[src/rtl/fir_coeff_loader_pkg.sv]
// Shared types for the FIR coefficient loader.
// Control, status flags and FSM state encoding.
package fir_coeff_loader_pkg;

  typedef struct packed {
    logic start;
  } fir_coeff_loader_ctrl_t;

  typedef struct packed {
    logic        busy;
    logic        done;
    logic        loaded;
    logic [15:0] count;
  } fir_coeff_loader_flags_t;

  typedef enum logic [1:0] {
    IDLE = 2'd0,
    LOAD = 2'd1,
    HOLD = 2'd2
  } fir_coeff_loader_state_t;

endpackage

[src/rtl/fir_coeff_loader_if.sv]
// Valid/ready stream with byte strobes.
// Used for both the narrow coeff input and the wide h output.
interface fir_coeff_loader_if #(
  parameter int unsigned DW = 16
);
  logic          valid;
  logic          ready;
  logic [DW-1:0] data;
  logic [DW/8-1:0] strb;

  modport master (
    output valid,
    output data,
    output strb,
    input  ready
  );

  modport slave (
    input  valid,
    input  data,
    input  strb,
    output ready
  );
endinterface

[src/rtl/fir_coeff_loader.sv]
// Assembles NB_TAPS narrow coefficients into one wide,
// persistent tap vector for the FIR datapath.
module fir_coeff_loader
  import fir_coeff_loader_pkg::*;
#(
  parameter int unsigned DATA_WIDTH = 16,
  parameter int unsigned NB_TAPS    = 50,
  parameter int unsigned REVERSE    = 0
) (
  input  logic                    clk_i,
  input  logic                    rst_ni,
  input  logic                    clear_i,
  input  fir_coeff_loader_ctrl_t  ctrl_i,
  output fir_coeff_loader_flags_t flags_o,
  fir_coeff_loader_if.slave       coeff,
  fir_coeff_loader_if.master      h
);

  localparam int unsigned CW =
    (NB_TAPS > 1) ? $clog2(NB_TAPS) : 1;
  localparam int unsigned NL = DATA_WIDTH / 8;
  localparam int unsigned HW = DATA_WIDTH * NB_TAPS;
  localparam logic [CW-1:0] LAST = CW'(NB_TAPS - 1);

  fir_coeff_loader_state_t state_q, state_d;
  logic [CW-1:0] count_q, count_d;
  logic          done_q, done_d;

  logic [DATA_WIDTH-1:0] tap_q [NB_TAPS];
  logic [DATA_WIDTH-1:0] tap_d [NB_TAPS];
  logic [NB_TAPS-1:0]    we;
  logic [CW-1:0]         slot;
  logic                  accept;
  logic [HW-1:0]         h_data;

  // start and clear both discard a handshake in the same cycle
  assign accept = (state_q == LOAD) && coeff.valid
               && !ctrl_i.start && !clear_i;

  assign slot = (REVERSE != 0) ? (LAST - count_q)
                               : count_q;

  always_ff @(posedge clk_i) begin
    if (!rst_ni) begin
      state_q <= IDLE;
      count_q <= '0;
      done_q  <= 1'b0;
    end else begin
      state_q <= state_d;
      count_q <= count_d;
      done_q  <= done_d;
    end
  end

  always_comb begin
    state_d = state_q;
    count_d = count_q;
    done_d  = 1'b0;
    if (clear_i) begin
      state_d = IDLE;
      count_d = '0;
    end else begin
      unique case (state_q)
        IDLE: begin
          if (ctrl_i.start) begin
            state_d = LOAD;
            count_d = '0;
          end
        end
        LOAD: begin
          if (ctrl_i.start) begin
            count_d = '0;
          end else if (accept) begin
            if (count_q == LAST) begin
              state_d = HOLD;
              count_d = '0;
              done_d  = 1'b1;
            end else begin
              count_d = count_q + 1'b1;
            end
          end
        end
        HOLD: begin
          if (ctrl_i.start) begin
            state_d = LOAD;
            count_d = '0;
          end
        end
        default: begin
          state_d = IDLE;
          count_d = '0;
        end
      endcase
    end
  end

  for (genvar g = 0; g < NB_TAPS; g++) begin : g_tap
    assign we[g] = accept && (slot == CW'(g));
    assign h_data[g*DATA_WIDTH +: DATA_WIDTH] = tap_q[g];
  end

  // lanes with strb low keep their previous byte
  always_comb begin
    for (int i = 0; i < NB_TAPS; i++) begin
      tap_d[i] = clear_i ? '0 : tap_q[i];
      for (int l = 0; l < NL; l++) begin
        if (we[i] && coeff.strb[l]) begin
          tap_d[i][l*8 +: 8] = coeff.data[l*8 +: 8];
        end
      end
    end
  end

  always_ff @(posedge clk_i) begin
    if (!rst_ni) begin
      for (int i = 0; i < NB_TAPS; i++) begin
        tap_q[i] <= '0;
      end
    end else begin
      for (int i = 0; i < NB_TAPS; i++) begin
        tap_q[i] <= tap_d[i];
      end
    end
  end

  always_comb begin
    flags_o        = '0;
    flags_o.busy   = (state_q == LOAD);
    flags_o.loaded = (state_q == HOLD);
    flags_o.done   = done_q;
    flags_o.count  = 16'(count_q);
    coeff.ready    = (state_q == LOAD);
    h.valid        = (state_q == HOLD);
    h.strb         = '1;
    h.data         = h_data;
  end

endmodule

[src/flat_wrapper.sv]
// flat-port wrapper written by rule: the top's interface ports become plain ports
module fir_coeff_loader_flat import fir_coeff_loader_pkg::*;
#(
  parameter int unsigned DATA_WIDTH = 16,
  parameter int unsigned NB_TAPS    = 50,
  parameter int unsigned REVERSE    = 0
)
  (clk_i, rst_ni, clear_i, ctrl_i, flags_o, coeff_valid, coeff_data, coeff_strb, coeff_ready, h_valid, h_data, h_strb, h_ready);
  fir_coeff_loader_if #(.DW((16))) coeff_i ();
  fir_coeff_loader_if #(.DW(((16) * (50)))) h_i ();
  input  logic clk_i;
  input  logic rst_ni;
  input  logic clear_i;
  input  fir_coeff_loader_ctrl_t ctrl_i;
  output fir_coeff_loader_flags_t flags_o;
  input wire logic [$bits(coeff_i.valid)-1:0] coeff_valid;
  input wire logic [$bits(coeff_i.data)-1:0] coeff_data;
  input wire logic [$bits(coeff_i.strb)-1:0] coeff_strb;
  output wire logic [$bits(coeff_i.ready)-1:0] coeff_ready;
  output wire logic [$bits(h_i.valid)-1:0] h_valid;
  output wire logic [$bits(h_i.data)-1:0] h_data;
  output wire logic [$bits(h_i.strb)-1:0] h_strb;
  input wire logic [$bits(h_i.ready)-1:0] h_ready;
  assign coeff_i.valid = coeff_valid;
  assign coeff_i.data = coeff_data;
  assign coeff_i.strb = coeff_strb;
  assign coeff_ready = coeff_i.ready;
  assign h_valid = h_i.valid;
  assign h_data = h_i.data;
  assign h_strb = h_i.strb;
  assign h_i.ready = h_ready;
  fir_coeff_loader #(.DATA_WIDTH(DATA_WIDTH), .NB_TAPS(NB_TAPS), .REVERSE(REVERSE)) u_core (.clk_i(clk_i), .rst_ni(rst_ni), .clear_i(clear_i), .ctrl_i(ctrl_i), .flags_o(flags_o), .coeff(coeff_i), .h(h_i));
endmodule
[config.mk]
export PLATFORM = sky130hd
export DESIGN_NAME = fir_coeff_loader_flat
export DESIGN_NICKNAME = d
export VERILOG_FILES = /design/src/rtl/fir_coeff_loader_pkg.sv /design/src/rtl/fir_coeff_loader_if.sv /design/src/rtl/fir_coeff_loader.sv /design/src/flat_wrapper.sv
export SDC_FILE = /design/constraint.sdc
export NUM_CORES = 1
export LEC_CHECK = 0
export BUFFER_PORTS_ARGS = -buffer_cell sky130_fd_sc_hd__buf_2
export CORE_AREA = 2 2 371 373
export DETAILED_ROUTE_END_ITERATION = 6
export DIE_AREA = 0 0 373 375
export SYNTH_ARGS = -nofsm -noshare
export SYNTH_HDL_FRONTEND = slang
export SYNTH_SLANG_ARGS = --single-unit
[constraint.sdc]
create_clock -name clk_i -period 2.25 [get_ports clk_i]
set_input_delay 0.45 -clock clk_i [delete_from_list [all_inputs] [get_ports clk_i]]
set_output_delay 0.45 -clock clk_i [all_outputs]
set_load 0.005 [all_outputs]
==> results.md, run 1 <==
- Status: finished, final reports clean
- Tcrit/Tclk final: 0.9307
- Core area: 136300 sq um
- Seq/Total Area, Yosys: 0.5743
- LEAKAGE: 0.01726 uW
- Synthesized instance count: 3016
- CP Launch Type: flop
- Die area: 139900 sq um
- Max clock buf depth: 3
- # DRC: 0
- Area grow syn2layout: 35.17%
- Iteration-0 DRC Markers: 1662
- Initial antenna violation count: 13
- Yosys cell types: 37
- Max frequency: 0.4775 GHz
- CP max stage cell: dfxtp_2
- Total Routed Length: 117.3 mm
- Synth warn: 0
- Setup Viol. Count Final: 0
- Crit-path cells: buf_4, buf_2
- Syn Area/Cell: 9.350 sq um
- Final Skew: 0.01270 ns
- CTS tree: built
- Via count: 25000
- First drt pass iteration count: 5
- Post-route ant nets: 0
- Critical path launch point: u_core.count_q[3]$_SDFFE_PP0P_
- Fillers: 14510
- Maximum vdd drop: 510.5 uV
- R2r endpoint: u_core.tap_q[1][33]$_SDFFE_PN0P_
- Count of clock tree sinks: 809
- HPWL after detailed placement: 81.71 mm
- Vias in the first global route: 23060
- Critical path type: reg2out
- Required time at the worst-slack endpoint: 1.80 ns
- Worst-path fanout max: 13
- I/O pin count: 945
- Fin util: 0.2797
- R2r setup slk: 0.24 ns
- Clk_lat worst skew: 0.67 ns
- Worst Reg-to-Reg Cells: 8
- PD cells: 774.9 nW/um^2
- Synth async-reset ratio: 0
- RSZ-0062 raised after global routing: false
- H-tree levels: 3
- Netlist Area Pre-Place: 28200 sq um
- Worst path depth: 2
- Max cap viols: 0
- Largest net degree at the start of global routing: 66
- Global route total overflow: 0
- RR Startpoint: u_core.count_q[0]$_SDFFE_PP0P_
- Post-synthesis register bit count: 809
- Power Total: 29540 uW
- Layout cells sized above 1: 0.3112
- CP top delay family: flip-flops
- CTS Buf Count: 86
- Post-synth EDFFs: 0
- Die W: 373 um
- PortBufs: 833
- Post-layout min period: 2.094 ns
- Worst Tran Pin Value: 0.5493 ns
- CP bufs+invs: 2
- GRT Overall Usage: 0.1601
- Post CTS Setup Buffer Count: 0
- Final Hold Violating Endpoints: 0
- Element type at the critical path end: primary output
- Rel. slew slack: 0.6338
- Largest stage delay, worst path: 0.52 ns
- Hold_buf cts: 0
- DR WL/cell: 20.58 um
- Gpl congestion: 0.7770
- Via/cell ratio: 4.384
- First-pass GRT wire length: 164.5 mm
- Root buf cell: clkbuf_16
- Nets: 3864
- Clock transition at path regs: 0.06 ns
- Worst EP arrival: 1.64 ns
- Die Height: 375 um
- Synth Flop Type: dfxtp_1
- Row count: 136
- Hold Path Class: in2reg
- Starting density of the core: 0.2069
- Final-report max-slew violation count: 0
- Worst Setup EP: flags_o[3]
==> state kept, by name, indices dropped and copies added (netlist names) <==
| register | flops |
|---|---|
| u_core.tap_q | 800 |
| u_core.count_q | 6 |
| u_core.state_q | 2 |
| u_core.done_q | 1 |
==> how the worst min path moves through the flow <==
stage	start	to	slack, ns	cells after the start
floorplan	u_core.tap_q[0][208]$_SDFFE_PN0P_	u_core.tap_q[0][208]$_SDFFE_PN0P_	0.45	2
global placement	u_core.tap_q[0][5]$_SDFFE_PN0P_	u_core.tap_q[0][5]$_SDFFE_PN0P_	0.44	2
detailed placement	u_core.tap_q[0][23]$_SDFFE_PN0P_	u_core.tap_q[0][23]$_SDFFE_PN0P_	0.45	2
CTS	rst_ni	u_core.state_q[1]$_SDFFE_PP0P_	0.07	3
global route	rst_ni	u_core.count_q[0]$_SDFFE_PP0P_	0.13	3
finish	rst_ni	u_core.state_q[1]$_SDFFE_PP0P_	0.17	3
==> synth_stat cells (2+ instances only) <==
library cell    n  area, sq um
xnor2_1         3        26.28
nand2_4        10        112.6
nand4b_1       80        700.7
buf_4         123        923.4
mux2i_1       128         1281
and3_1          4        25.02
nor2b_1         4        25.02
a21oi_1         5        25.02
nor3b_2         4        50.05
inv_1           4        15.01
conb_1          2        7.510
nand4_1         5        31.28
clkbuf_1      228        855.8
buf_1          45        168.9
and2_1          2        12.51
nand3_1       675         3378
dfxtp_1       809        16200
or3b_2          2        17.52
and3b_1        12        105.1
o21ai_1         5        25.02
o21ai_0       668         3343
nand2_1       153        574.3
nand2b_1        4        25.02
nor2_1          7        26.28
a211oi_1        3        22.52
buf_2          17        85.08
ha_1            4        50.05
==> placed cells by master, fill, tap and decap left out, types with 2 or more instances in the layout <==
| cell type | n |
|---|---|
| conb_1 | 110 |
| ha_1 | 3 |
| nor2b_1 | 3 |
| o21ai_0 | 668 |
| and3b_1 | 11 |
| dfxtp_1 | 805 |
| clkbuf_1 | 20 |
| and2_1 | 2 |
| a211oi_1 | 3 |
| clkinvlp_4 | 3 |
| nor3b_4 | 5 |
| nand4b_1 | 80 |
| nand4_1 | 5 |
| inv_1 | 4 |
| diode_2 | 6 |
| and3_1 | 4 |
| buf_4 | 159 |
| nand3_1 | 675 |
| inv_6 | 3 |
| clkbuf_8 | 20 |
| bufinv_16 | 3 |
| dfxtp_2 | 3 |
| xnor2_1 | 3 |
| nand2_4 | 26 |
| mux2i_1 | 128 |
| nand2_1 | 137 |
| buf_2 | 833 |
| a21oi_1 | 5 |
| nand2b_1 | 4 |
| or3b_2 | 2 |
| nor2_1 | 7 |
| clkinv_2 | 10 |
| o21ai_1 | 5 |
| clkbuf_16 | 87 |
| buf_12 | 46 |
| inv_16 | 2 |
==> per-layer routing <==
metal / vias up / wire, um / GRT usage
li1: 12020 / - / -
met1: 11880 / 50000 / 0.2000
met2: 942 / 56580 / 0.2699
met3: 155 / 8155 / 0.03843
met4: 2 / 2569 / 0.05170
met5: - / 13 / 0
==> power breakdown <==
part | internal, uW | switching [uW] | leakage, uW
Clock | 8180 | 6050 | 0.00139
Sequential | 14300 | 1.18 | 0.00651
Combinational | 191 | 792 | 0.00936
==> metrics by stage <==
stage | setup TNS [ns] | hold slack [ns] | cells | instance area (sq um) | setup slack (ns)
after global placement | -2.817 | 0.4432 | 5542 | 35270 | -0.06286
after CTS | 0 | 0.06989 | 5695 | 38100 | 0.04366
after floorplan | 0 | 0.4549 | 3124 | 28600 | 0.4104
final | 0 | 0.1708 | 5701 | 38120 | 0.1558
after global routing | 0 | 0.1261 | 5695 | 38100 | 0.03908
after detailed placement | -2.678 | 0.4480 | 5542 | 35270 | -0.05820
==> cell families after synthesis <==
family,synth area share
flops,0.5743
xor+xnor,0.0009319
other cells,0.0002663
simple gates,0.1824
compound gates,0.1219
fa+ha+maj,0.001775
mux,0.04543
buf+inv,0.07303
==> area by class of cell <==
type | instances | area, sq um | area share
flip-flops and latches | 809 | 16200 | 0.4251
multi-input cells | 1897 | 10530 | 0.2762
repair buffers | 1038 | 6284 | 0.1648
clock buffers | 127 | 2527 | 0.06631
well taps | 1794 | 2245 | 0.05889
clock inverters | 26 | 301.5 | 0.007911
inverters | 4 | 15.01 | 0.0003939
diodes | 6 | 15.01 | 0.0003939
==> timing repair <==
item / in CTS / in global routing
gates cloned: 0 / 0
setup endpoints to repair: 3 / 50
gates resized for setup: 2 / 3
pin swaps: 0 / 0
hold endpoints to repair: 0 / 0
==> worst reg2reg max path, stage by stage (launching register included) <==
cell	delay, ns
dfxtp_2	0.37
inv_1	0.10
ha_1	0.24
nor3b_4	0.28
buf_4	0.29
nand4b_1	0.21
buf_4	0.23
nand3_1	0.08
o21ai_0	0.07
Power figures use the tool's default switching activity.
==> run 2, diff against run 1 <==
--- a/config.mk
+++ b/config.mk
@@ -5,10 +5,11 @@
 export SDC_FILE = /design/constraint.sdc
 export NUM_CORES = 1
 export LEC_CHECK = 0
+export ABC_AREA = 1
 export BUFFER_PORTS_ARGS = -buffer_cell sky130_fd_sc_hd__buf_2
-export CORE_AREA = 2 2 371 373
+export CORE_AREA = 2 2 363 365
 export DETAILED_ROUTE_END_ITERATION = 6
-export DIE_AREA = 0 0 373 375
+export DIE_AREA = 0 0 365 367
 export SYNTH_ARGS = -nofsm -noshare
 export SYNTH_HDL_FRONTEND = slang
 export SYNTH_SLANG_ARGS = --single-unit
==> results.md, run 2 <==
- Status: finished, final reports clean
- Count leader, synth: nand3_1
- Fin util: 0.3220
- Layout cells sized above 1: 0.2801
- Post-synth top cells: 830 x nand3_1, 809 x dfxtp_1, 805 x a21oi_1, 700 x nand2_1, 215 x clkbuf_1
- DR WL/cell: 21.71 um
- Most flop-heavy register: u_core.tap_q
- I/O pin count: 945
- Post-layout min period: 2.116 ns
- Required time at the worst-slack endpoint: 2.84 ns
- Crit-path cells: inv_1, ha_1, nand3_1, buf_12, nor2_1, buf_4, nand3_4, inv_2, nand2_1, a21oi_1
- Hold Path Class: in2reg
- Max clock buf depth: 3
- Final Skew: 0.02670 ns
- Final-report max-slew violation count: 0
- Largest register FFs: 800
- LEAKAGE: 0.01670 uW
- Via count: 32500
- Psw: 7460 uW
- Post-route ant nets: 0
- Gpl congestion: 0.8043
- CP top delay family: buffers and inverters
- Worst EP arrival: 2.71 ns
- PD cells: 730.4 nW/um^2
- Critical path type: reg2reg
- Fillers: 13840
- HPWL after detailed placement: 97.06 mm
- Power Total: 30680 uW
- Synth warn: 0
- Post-synth EDFFs: 0
- Netlist Area Pre-Place: 32140 sq um
- Synthesized instance count: 3986
- Iteration-0 DRC Markers: 3012
- Root buf cell: clkbuf_16
- Seq. cell area: 16200 sq um
- First drt pass iteration count: 6
- Total Routed Length: 143.5 mm
- Synth Area in Simple Gates: 0.2846
- Row count: 133
- Largest stage delay, worst path: 0.36 ns
- Die area: 134000 sq um
- P_int: 23220 uW
- Setup Viol. Count Final: 0
- Rel. slew slack: 0.4870
- Area grow syn2layout: 30.72%
- Final Hold Violating Endpoints: 0
- Post-synthesis register bit count: 809
- # DRC: 0
- H-tree levels: 3
- Vias in the first global route: 29380
- Count of clock tree sinks: 809
- Compound-cell area share of the yosys netlist: 0.1264
- Seq/Total Area, Yosys: 0.5040
- Finished Cell Area: 42010 sq um
- Die W: 365 um
- Setup_tns: 0 ns
- CP max stage cell: dfxtp_1
- Most frequent cells in the layout: 825 x nand3_1, 815 x buf_2, 807 x dfxtp_1, 805 x a21oi_1, 698 x nand2_1
- Initial antenna violation count: 3
- Starting density of the core: 0.2463
- Synth Flop Type: dfxtp_1
- CP bufs+invs: 4
- Element type at the critical path end: flop
- Clock share of power: 0.486
- Hold_buf cts: 0
- Syn Area/Cell: 8.062 sq um
- Die Height: 367 um
- Combinational power share: 0.047
- Nets: 4813
- Post-synthesis xor/xnor area fraction: 0
- Worst Tran Pin Value: 0.7695 ns
- First-pass GRT wire length: 201.7 mm
- Max frequency: 0.4726 GHz
- Adder-cell share of the synthesized area: 0.001557
- Max cap viols: 0
- CTS tree: built
- Commonest non-fill, non-tap cell in the layout: nand3_1
- Reg power frac: 0.467
- Via/cell ratio: 4.919
- Core area: 130500 sq um
- Biggest regs: u_core.tap_q (800), u_core.count_q (6), u_core.state_q (2)
- Clock transition at path regs: 0.06 ns
- Main combinational cell family by area after synthesis: simple AND/OR/NAND/NOR gates
- Global route total overflow: 0
- Tcrit/Tclk final: 0.9404
- Yosys cell types: 22
- Mux contribution to synthesized area: 0
- CP Launch Type: flop
- Synth async-reset ratio: 0
- CTS Buf Count: 89
- Worst-path fanout max: 8
- Largest net degree at the start of global routing: 141
- PortBufs: 833
- Switching Share: 0.2431
- Maximum vdd drop: 510.8 uV
- Area contributors post-synth: dfxtp_1 50%, nand3_1 13%, a21oi_1 13%, nand2_1 8.2%, nand3_4 3.3%
- Multi-input gate area: 13730 sq um
- Clk_lat worst skew: 0.69 ns
- RSZ-0062 raised after global routing: true
- Leading area contributor after synthesis: dfxtp_1
- Placed Area: 38960 sq um
- GRT Overall Usage: 0.2017
- Yosys top cell area share: 0.5040
[run 2: tightest hold or removal path: cells and delay by family]
kind                   cells  cell delay, ns
buffers and inverters      1            0.13
AOI/OAI and AO/OA          1            0.05
and+or+nand+nor            2            0.11
[run 2: worst paths after layout]
| check | cells past startpoint | from | slack [ns] | to |
|---|---|---|---|---|
| setup reg to reg | 10 | u_core.count_q[0]$_SDFFE_PP0P_ | 0.13 | u_core.tap_q[1][139]$_SDFFE_PN0P_ |
| hold / removal | 4 | ctrl_i | 0.11 | u_core.state_q[1]$_SDFFE_PP0P_ |
| hold reg to reg | 2 | u_core.tap_q[2][216]$_SDFFE_PN0P_ | 0.47 | u_core.tap_q[2][216]$_SDFFE_PN0P_ |
| setup / recovery | 10 | u_core.count_q[0]$_SDFFE_PP0P_ | 0.13 | u_core.tap_q[1][139]$_SDFFE_PN0P_ |
[run 2: logic make-up after synthesis]
| logic type | Yosys count |
|---|---|
| and+or+nand+nor | 1806 |
| AOI/OAI and AO/OA | 811 |
| DFF | 809 |
| buffers and inverters | 554 |
| adders and majority gates | 4 |
| other | 2 |
[run 2: repair_timing]
action / 4_1_cts / 5_1_grt
setup endpoints to repair: 56 / 218
setup buffers: 0 / 3
pin swaps: 0 / 1
resized for setup: 4 / 15
[run 2: cell type report]
cell class	instances	area share
Tap cell	1755	0.05227
Clock buffer	135	0.06383
Sequential cell	809	0.3856
Inverter	105	0.009829
Clock inverter	22	0.006493
Multi-Input combinational cell	2731	0.3269
Antenna cell	1	0.00005957
Timing Repair Buffer	1049	0.1550
[run 2: through the flow]
| step | hold slack [ns] | cells | worst slack [ns] |
|---|---|---|---|
| 3_3_place_gp | 0.4594 | 6446 | -0.1910 |
| 6_report | 0.1072 | 6607 | 0.1341 |
| 3_5_place_dp | 0.4655 | 6446 | -0.2742 |
| 5_1_grt | 0.08134 | 6606 | -0.01623 |
| 4_1_cts | 0.03813 | 6603 | 0.02890 |
| 2_1_floorplan | 0.4551 | 4094 | 0.5497 |
[run 2: metal layers]
layer  up-vias  GRT usage  wire [um]
li1      15070          -          -
met1     15580     0.2518      57850
met2      1572     0.3289      67240
met3       279    0.04980      12930
met4         2    0.08547       5411
met5         -          0         13
[run 2: power groups by stage]
stage          clock network, uW  registers [uW]  logic, uW
3_5_place_dp                   0           14600       1410
6_report                   14900           14300       1440
3_3_place_gp                   0           14600       1410
2_1_floorplan                  0           14600        879
5_1_grt                    15700           14300       1490
4_1_cts                    15200           14300       1410
==> run 3, diff against run 2 <==
--- a/config.mk
+++ b/config.mk
@@ -10,6 +10,8 @@
 export CORE_AREA = 2 2 363 365
 export DETAILED_ROUTE_END_ITERATION = 6
 export DIE_AREA = 0 0 365 367
+export RECOVER_POWER = 100
+export REMOVE_ABC_BUFFERS = 1
 export SYNTH_ARGS = -nofsm -noshare
 export SYNTH_HDL_FRONTEND = slang
 export SYNTH_SLANG_ARGS = --single-unit
==> results.md, run 3 (synthesis gave the netlist of run 2 again) <==
- Commonest non-fill, non-tap cell in the layout: nand3_1
- P_int: 23030 uW
- Reg power frac: 0.471
- Hold Path Class: in2reg
- Root buf cell: clkbuf_16
- Tcrit/Tclk final: 0.9480
- Critical path type: reg2reg
- First-pass GRT wire length: 195.8 mm
- Vias in the first global route: 29660
- First drt pass iteration count: 6
- Layout cells sized above 1: 0.1582
- Setup slack after layout: 0.1169 ns
- Status: finished, final reports clean
- PortBufs: 833
- # DRC: 0
- Core area: 130500 sq um
- Via count: 32210
- Placed Cells: 6450
- Switching Share: 0.2427
- Largest net degree at the start of global routing: 127
- Nets: 4813
- Die area: 134000 sq um
- H-tree levels: 3
- Count of clock tree sinks: 809
- Global route total overflow: 0
- Post-route ant nets: 0
- Starting density of the core: 0.2463
- Biggest regs: u_core.tap_q (800), u_core.count_q (6), u_core.state_q (2)
- Multi-input gate area: 13680 sq um
- CTS tree: built
- Gpl congestion: 0.8186
- Max cap viols: 0
- Maximum vdd drop: 643.8 uV
- Psw: 7382 uW
- Max frequency: 0.4688 GHz
- Final-report max-slew violation count: 0
- Total Routed Length: 136.7 mm
- Die Height: 367 um
- Worst-path fanout max: 9
- I/O pin count: 945
- Hold_buf cts: 0
- Fin cells: 6605
- GRT Overall Usage: 0.1925
- Iteration-0 DRC Markers: 3102
- Element type at the critical path end: flop
- Initial antenna violation count: 2
- Combinational power share: 0.045
- Via/cell ratio: 4.877
- Seq. cell area: 16200 sq um
- Worst Tran Pin Value: 0.6914 ns
- Fillers: 14110
- PD cells: 739.4 nW/um^2
- Area grow syn2layout: 27.99%
- Clock transition at path regs: 0.06 ns
- Pre-CTS WS: -0.02128 ns
- Most flop-heavy register: u_core.tap_q
- CTS Buf Count: 88
- Max clock buf depth: 3
- CP Launch Type: flop
- DR WL/cell: 20.70 um
- Setup_tns: 0 ns
- Post-layout min period: 2.133 ns
- Worst EP arrival: 2.74 ns
- HPWL after detailed placement: 94.97 mm
- Row count: 133
- Post_cts resized: 1
- RSZ-0062 raised after global routing: false
- LEAKAGE: 0.01414 uW
- Setup Viol. Count Final: 0
- Final Hold Violating Endpoints: 0
- Required time at the worst-slack endpoint: 2.86 ns
- Clock share of power: 0.484
- Largest register FFs: 800
- Rel. slew slack: 0.5411
- Most frequent cells in the layout: 825 x nand3_1, 808 x dfxtp_1, 805 x a21oi_1, 699 x nand2_1, 586 x clkbuf_1
- R2r setup slk: 0.12 ns
- Post CTS Setup Buffer Count: 0
- Clk_lat worst skew: 0.69 ns
- Die W: 365 um
- Final Skew: 0.03411 ns
## run 3: cell count changes in the layout (fill, tap and decap cells not counted), moves of 8 or more
cell,before,now
inv_2,63,45
clkbuf_8,28,20
clkbuf_1,19,586
buf_2,815,257
clkbuf_2,0,12
inv_1,39,56
buf_4,179,147
## run 3: cell type report
| cell class | instances | area share |
|---|---|---|
| antenna | 1 | 0.00006084 |
| clock buffer | 126 | 0.06291 |
| clock inverter | 28 | 0.007757 |
| inverter | 105 | 0.01004 |
| multi-input combinational | 2731 | 0.3325 |
| sequential | 809 | 0.3938 |
| tap | 1755 | 0.05339 |
| timing repair buffer | 1050 | 0.1395 |
## run 3: power by group through the flow
stage / logic (uW) / clock network, uW / registers [uW]
global route: 1430 / 15600 / 14300
global placement: 1350 / 0 / 14600
finish: 1360 / 14700 / 14300
detailed placement: 1350 / 0 / 14600
CTS: 1350 / 15100 / 14300
floorplan: 382 / 0 / 14600
## run 3: final timing paths
check / start / cells past startpoint / endpoint
setup / recovery: u_core.count_q[0]$_SDFFE_PP0P_ / 9 / u_core.tap_q[1][115]$_SDFFE_PN0P_
hold / removal: ctrl_i / 4 / u_core.state_q[1]$_SDFFE_PP0P_
setup reg to reg: u_core.count_q[0]$_SDFFE_PP0P_ / 9 / u_core.tap_q[1][115]$_SDFFE_PN0P_
hold reg to reg: u_core.tap_q[2][74]$_SDFFE_PN0P_ / 2 / u_core.tap_q[2][74]$_SDFFE_PN0P_
## run 3: through the flow
step	power (uW)	cell area, sq um	hold slack [ns]	util
5_1_grt	31330	41130	0.1310	0.3152
4_1_cts	30730	41890	0.06321	0.3211
3_5_place_dp	15990	38980	0.4657	0.2988
3_3_place_gp	15990	38980	0.4605	0.2988
6_report	30410	41130	0.1411	0.3153
2_1_floorplan	15020	30260	0.4551	-
## run 3: critical path, cell delays in order, from the launching register on
cell	delay, ns
dfxtp_1	0.44
ha_2	0.31
nand3_2	0.18
buf_4	0.21
nor2_1	0.18
buf_4	0.19
nand3_4	0.17
inv_4	0.16
nand2_1	0.07
a21oi_1	0.15
## run 3: routing by layer
layer	GRT usage	wire (um)	vias to the layer above
met3	0.04945	11990	252
met1	0.2405	55490	15410
met4	0.07764	4873	2
met5	0	13	-
li1	-	-	15110
met2	0.3142	64340	1437
